$ cat config.mk
export PLATFORM = sky130hd
export DESIGN_NAME = alu_issue_scheduler
export DESIGN_NICKNAME = d
export VERILOG_FILES = /design/src/rtl/m1_alu_sched_pkg.sv /design/src/rtl/rr_arb2.sv /design/src/rtl/alu_issue_scheduler.sv
export SDC_FILE = /design/constraint.sdc
export NUM_CORES = 1
export LEC_CHECK = 0
export CORE_MARGIN = 8
export CORE_UTILIZATION = 35
export CTS_CLUSTER_SIZE = 40
export DETAILED_ROUTE_END_ITERATION = 16
export GPL_TIMING_DRIVEN = 0
export PLACE_DENSITY = 0.77
export SETUP_SLACK_MARGIN = 0.05
export SYNTH_ARGS = -nofsm -noshare
export SYNTH_HDL_FRONTEND = slang
export SYNTH_HIERARCHICAL = 1
export SYNTH_SLANG_ARGS = --single-unit
$ cat constraint.sdc
create_clock -name clk -period 2.4 [get_ports clk]
set_input_delay 0.48 -clock clk [delete_from_list [all_inputs] [get_ports clk]]
set_output_delay 0.48 -clock clk [all_outputs]
set_load 0.005 [all_outputs]
$ cat src/rtl/m1_alu_sched_pkg.sv
// rtl/m1_alu_sched_pkg.sv - shared types, widths and opcodes for the M1 ALU issue scheduler
package m1_alu_sched_pkg;

   localparam int SCHED_DATA_W = 16;
   localparam int SCHED_ADDR_W = 4;

   localparam logic [3:0] ADD = 4'h0;
   localparam logic [3:0] SUB = 4'h1;
   localparam logic [3:0] AND = 4'h2;
   localparam logic [3:0] OR  = 4'h3;
   localparam logic [3:0] XOR = 4'h4;
   localparam logic [3:0] SLL = 4'h5;
   localparam logic [3:0] SRL = 4'h6;
   localparam logic [3:0] EQ  = 4'h7;
   localparam logic [3:0] NE  = 4'h8;
   localparam logic [3:0] LT  = 4'h9;
   localparam logic [3:0] LTU = 4'hA;
   localparam logic [3:0] SRA = 4'hB;
   localparam logic [3:0] NOT = 4'hC;
   localparam logic [3:0] NEG = 4'hD;
   localparam logic [3:0] NOR = 4'hE;
   localparam logic [3:0] MOV = 4'hF;

   typedef struct packed {
      logic [3:0]              op;
      logic                    type_sel;
      logic [SCHED_ADDR_W-1:0] dest;
      logic [SCHED_DATA_W-1:0] data1;
      logic [SCHED_DATA_W-1:0] data2;
   } alu_req_t;

   typedef struct packed {
      logic [SCHED_DATA_W-1:0] data;
      logic [SCHED_ADDR_W-1:0] dest;
      logic                    src;
   } alu_wb_t;

endpackage

$ cat src/rtl/rr_arb2.sv
// rtl/rr_arb2.sv - two-way arbiter; M1_ALU_SCHED_RR_EN selects round-robin, else lane 0 fixed priority
module rr_arb2 (
   input  logic       clk,
   input  logic       rst,
   input  logic [1:0] req,
   input  logic       advance,
   output logic [1:0] grant
);

`ifdef M1_ALU_SCHED_RR_EN
   logic r_last_grant;

   // Reset to lane 1 so that the first contention goes to lane 0.
   always_ff @(posedge clk) begin
      if (rst) begin
         r_last_grant <= 1'b1;
      end else if (advance) begin
         r_last_grant <= grant[1];
      end
   end

   always_comb begin
      grant = req;
      if (&req) begin
         grant = r_last_grant ? 2'b01 : 2'b10;
      end
   end
`else
   logic w_unused;

   assign w_unused = &{1'b0, clk, rst, advance};

   always_comb begin
      grant = req;
      if (req[0]) begin
         grant = 2'b01;
      end
   end
`endif

endmodule

$ cat src/rtl/alu_issue_scheduler.sv
// rtl/alu_issue_scheduler.sv - two-lane ALU issue scheduler with IS/WB stages; policy via M1_ALU_SCHED_RR_EN
module alu_issue_scheduler
   import m1_alu_sched_pkg::*;
#(
   parameter int DATA_W = SCHED_DATA_W,
   parameter int ADDR_W = SCHED_ADDR_W
) (
   input  logic                   clk,
   input  logic                   rst,
   input  logic                   flush,
   input  logic [1:0]             req_valid,
   output logic [1:0]             req_ready,
   input  logic [1:0][3:0]        req_op,
   input  logic [1:0]             req_type,
   input  logic [1:0][ADDR_W-1:0] req_dest,
   input  logic [1:0][DATA_W-1:0] req_data1,
   input  logic [1:0][DATA_W-1:0] req_data2,
   output logic                   alu_call,
   output logic [3:0]             alu_operation,
   output logic                   alu_type_select,
   output logic [ADDR_W-1:0]      alu_dest_addr,
   output logic [DATA_W-1:0]      alu_data_in1,
   output logic [DATA_W-1:0]      alu_data_in2,
   input  logic [DATA_W-1:0]      alu_data_out,
   input  logic [ADDR_W-1:0]      alu_dest_addr_out,
   input  logic                   alu_valid_out,
   output logic                   wb_valid,
   input  logic                   wb_ready,
   output logic [DATA_W-1:0]      wb_data,
   output logic [ADDR_W-1:0]      wb_dest,
   output logic                   wb_src,
   output logic                   busy
);

   logic       r_is_valid;
   logic       r_is_src;
   alu_req_t   r_is;
   logic       r_wb_valid;
   alu_wb_t    r_wb;

   logic       w_wb_adv;
   logic       w_is_adv;
   logic       w_arb_en;
   logic       w_accept;
   logic       w_wb_load;
   logic [1:0] w_arb_req;
   logic [1:0] w_grant;
   alu_req_t   w_lane [2];
   alu_req_t   w_sel;

   always_comb begin
      for (int i = 0; i < 2; i++) begin
         w_lane[i] = '{op: req_op[i], type_sel: req_type[i], dest: req_dest[i],
                       data1: req_data1[i], data2: req_data2[i]};
      end
   end

   assign w_wb_adv  = ~r_wb_valid | wb_ready;
   assign w_is_adv  = ~r_is_valid | w_wb_adv;
   // Masking requests keeps req_ready low during reset, flush and stalls.
   assign w_arb_en  = w_is_adv & ~flush & ~rst;
   assign w_arb_req = req_valid & {2{w_arb_en}};
   assign w_accept  = |w_grant;
   assign w_sel     = w_grant[1] ? w_lane[1] : w_lane[0];
   assign w_wb_load = r_is_valid & alu_valid_out;

   rr_arb2 u_arb (
      .clk     (clk),
      .rst     (rst),
      .req     (w_arb_req),
      .advance (w_accept),
      .grant   (w_grant)
   );

   always_ff @(posedge clk) begin
      if (rst) begin
         r_is_valid <= 1'b0;
         r_is_src   <= 1'b0;
         r_is       <= '0;
         r_wb_valid <= 1'b0;
         r_wb       <= '0;
      end else if (flush) begin
         r_is_valid <= 1'b0;
         r_wb_valid <= 1'b0;
      end else begin
         if (w_is_adv) begin
            r_is_valid <= w_accept;
            if (w_accept) begin
               r_is     <= w_sel;
               r_is_src <= w_grant[1];
            end
         end
         if (w_wb_adv) begin
            r_wb_valid <= w_wb_load;
            if (w_wb_load) begin
               r_wb <= '{data: alu_data_out, dest: alu_dest_addr_out, src: r_is_src};
            end
         end
      end
   end

   assign req_ready       = w_grant;
   assign alu_call        = r_is_valid;
   assign alu_operation   = r_is.op;
   assign alu_type_select = r_is.type_sel;
   assign alu_dest_addr   = r_is.dest;
   assign alu_data_in1    = r_is.data1;
   assign alu_data_in2    = r_is.data2;
   assign wb_valid        = r_wb_valid;
   assign wb_data         = r_wb.data;
   assign wb_dest         = r_wb.dest;
   assign wb_src          = r_wb.src;
   assign busy            = r_is_valid | r_wb_valid;

endmodule
==> parameters.txt <==
Parameter                              Value

Outcome
  Status ... finished, final reports clean

GRT
  GRT Overall Usage ... 16.05%
  Final global-route overflow total ... 0
  Largest net degree at the start of global routing ... 11
  Via count of the first global-routing pass ... 3193
  First-pass GRT wire length ... 16330 um
  Number of antenna violations at the first check in global routing ... 2

Worst setup path
  Worst-path maximum fanout ... 10
  Worst R2R Path Depth ... 10
  Path length in cells of the critical path ... 10
  Setup crit start kind ... primary input
  Startpoint-to-endpoint class of the critical path ... in -> reg
  Biggest cell delay along the critical path ... 0.38 ns
  Cell repeated most along the worst path ... sky130_fd_sc_hd__buf_6
  Critical path capture point type ... flip-flop
  Slowest stage cell, crit path ... sky130_fd_sc_hd__clkbuf_1
  Critical path cell sequence ... clkbuf_1 -> nor2_1 -> and3_1 -> nor2b_4 -> buf_6 -> o21ba_4 -> buf_6 -> and2_4 -> bufbuf_16 -> a211oi_2
  Crit path DAT ... 2.40 ns
  Largest delay contributor family on the critical path ... buffers and inverters
  Number of buffer and inverter stages on the critical path ... 4
  Critical path required time ... 2.65 ns

Placement
  Post-DP HPWL ... 7936 um
  Placed cell areas ... 5069 um2
  Gp weighted congestion ... 0.7224
  Number of port buffers ... 174
  Placement-stage worst setup slack ... -0.9303 ns

Layout
  Most frequent standard cell in the layout excluding fill and tap cells ... sky130_fd_sc_hd__clkdlybuf4s50_1
  Top library cells by usage in the layout, fill and taps aside ... 170 x sky130_fd_sc_hd__clkdlybuf4s50_1, 65 x sky130_fd_sc_hd__dfxtp_1, 62 x sky130_fd_sc_hd__mux2i_1
  Share of layout cells above drive strength 1 ... 16.63%
  Net total in the final layout ... 598
  Area growth from synthesis to layout ... 69.02%
  Post-layout instance area ... 5386 um2

STA
  Number of endpoints failing setup at the final stage ... 0
  Clk_skew ... 0.01128 ns
  Crit path setup slack, layout ... 0.2438 ns
  Final worst hold slack ... 0.4667 ns
  Minimum period implied by the final worst setup slack ... 2.156 ns
  Fin crit share ... 89.84%
  Worst-case headroom to the max-slew limit ... 53.47%
  RSZ-0062 raised after global routing ... false
  Maximum clock rate ... 463.8 MHz
  Number of slew-limit violations in the final report ... 0
  Final Hold Violating Endpoints ... 0
  Worst slew pin tran ... 0.6980 ns
  Fin Setup TNS ... 0 ns

Min path
  Hold Crit Class ... in -> reg
  Worst Hold Depth ... 2

Power
  Internal portion of total power ... 2.068 mW
  Clock power share ... 37.7%
  Switching power as a share of total power ... 22.90%
  Leakage power ... 1.835 nW
  Power dissipated by switching net loads ... 614.0 uW
  Pwr dens ... 497.8 nW/um2
  Combinational power share ... 19.7%
  Sequential cell fraction of total power ... 42.6%
  Largest vdd supply drop ... 0.3148 mV

Drt
  Number of remaining DRC errors ... 0
  Post-DRT Antenna Nets ... 0
  Total wire length ... 10180 um
  Via/cell ratio ... 4.875
  Post-detailed-route wirelength per cell ... 16.80 um
  Number of DRC markers in iteration 0 ... 95
  Vias after detailed routing ... 2954
  DR pass1 iterations ... 6

Clock network
  Clock Pin Slew Worst Setup and Hold Paths ... 0.07 ns
  Clk_lat worst skew ... 0.33 ns
  Number of H-tree levels ... 3
  Clock buffer depth ... 2
  Number of sinks handled by clock tree synthesis ... 65
  CTS tree ... yes
  Clock buffers created by TritonCTS ... 9
  CTS Root Cell ... sky130_fd_sc_hd__clkbuf_8

Die
  Effective utilization at floorplan ... 35.33%
  Overall die height ... 111.4 um
  Num ports ... 176
  Die Footprint ... 12410 um2
  Area of the core ... 9021 um2
  Row count ... 35
  Die W ... 111.4 um

Logic synthesis
  Post-Syn Area per Cell ... 10.66 um2
  Syn Nets ... 408
  Area of the mapped netlist ... 3187 um2
  Number of synthesis warnings ... 6
  Syn Inst Count ... 299

Run
  Max-capacitance violation count ... 0
==> worst register-to-register path: stages (launching register included) <==
cell,delay [ns]
sky130_fd_sc_hd__dfxtp_1,0.41
sky130_fd_sc_hd__nand3b_1,0.14
sky130_fd_sc_hd__clkbuf_8,0.16
sky130_fd_sc_hd__and3_1,0.16
sky130_fd_sc_hd__nor2b_4,0.12
sky130_fd_sc_hd__buf_6,0.11
sky130_fd_sc_hd__o21ba_4,0.20
sky130_fd_sc_hd__buf_6,0.13
sky130_fd_sc_hd__and2_4,0.20
sky130_fd_sc_hd__bufbuf_16,0.28
sky130_fd_sc_hd__a211oi_2,0.16
==> sequential cells by signal, summed over array words and instances, names as in the netlist <==
| register | cells |
|---|---|
| alu_dest_addr | 4 |
| alu_type_select | 1 |
| alu_data_in1 | 16 |
| alu_operation | 4 |
| wb_dest | 4 |
| alu_data_in2 | 16 |
| r_is_src | 1 |
| wb_src | 1 |
| alu_call | 1 |
| wb_valid | 1 |
| wb_data | 16 |
==> metrics by stage <==
| stage | total power [mW] | utilization (%) | cells |
|---|---|---|---|
| after detailed placement | 1.691 | 56.19 | 584 |
| after global routing | 2.806 | 59.71 | 606 |
| after global placement | 1.678 | 56.19 | 584 |
| after CTS | 2.718 | 59.42 | 603 |
| after floorplan | 1.381 | - | 299 |
| final | 2.682 | 59.71 | 606 |
==> final timing paths <==
path / startpoint / to / slack, ns
worst max-delay path: rst / alu_data_in1[15]$_SDFFE_PP0P_ / 0.24
worst min-delay path: flush / wb_valid$_SDFFE_PP0P_ / 0.47
worst max register to register: alu_call$_SDFFE_PP0P_ / alu_data_in1[15]$_SDFFE_PP0P_ / 0.25
worst min register to register: wb_data[0]$_SDFFE_PP0P_ / wb_data[0]$_SDFFE_PP0P_ / 0.48
==> area by class of cell <==
| cell class | instances | area [um2] |
|---|---|---|
| antenna | 2 | 5.005 |
| buffer | 30 | 201.4 |
| clock buffer | 12 | 145.1 |
| clock inverter | 3 | 65.06 |
| fill | 772 | 3635 |
| multi-input combinational | 203 | 1715 |
| sequential | 65 | 1301 |
| tap | 111 | 138.9 |
| timing repair buffer | 180 | 1814 |
==> per-layer routing <==
metal / vias up / wire length, um / global-route usage, %
met5: - / 0 / 0
met2: 101 / 5022 / 28.01
met3: 14 / 794 / 6.613
li1: 1459 / - / -
met4: 0 / 149 / 4.800
met1: 1380 / 4212 / 17.28
==> power by group through the flow <==
stage / clock (mW) / combinational [mW] / sequential (mW)
detailed placement: 0 / 0.524 / 1.17
CTS: 1.04 / 0.535 / 1.14
finish: 1.01 / 0.527 / 1.14
global route: 1.09 / 0.567 / 1.15
floorplan: 0 / 0.212 / 1.17
global placement: 0 / 0.514 / 1.16
==> repair_timing <==
item / 4_1_cts / 5_1_grt
hold buffers: 0 / 0
pin swaps: 1 / 0
buffers inserted: 4 / 1
cloned: 1 / 0
setup endpoints to repair: 45 / 26
resized for setup: 11 / 7
(Power assumes the default switching activity.)
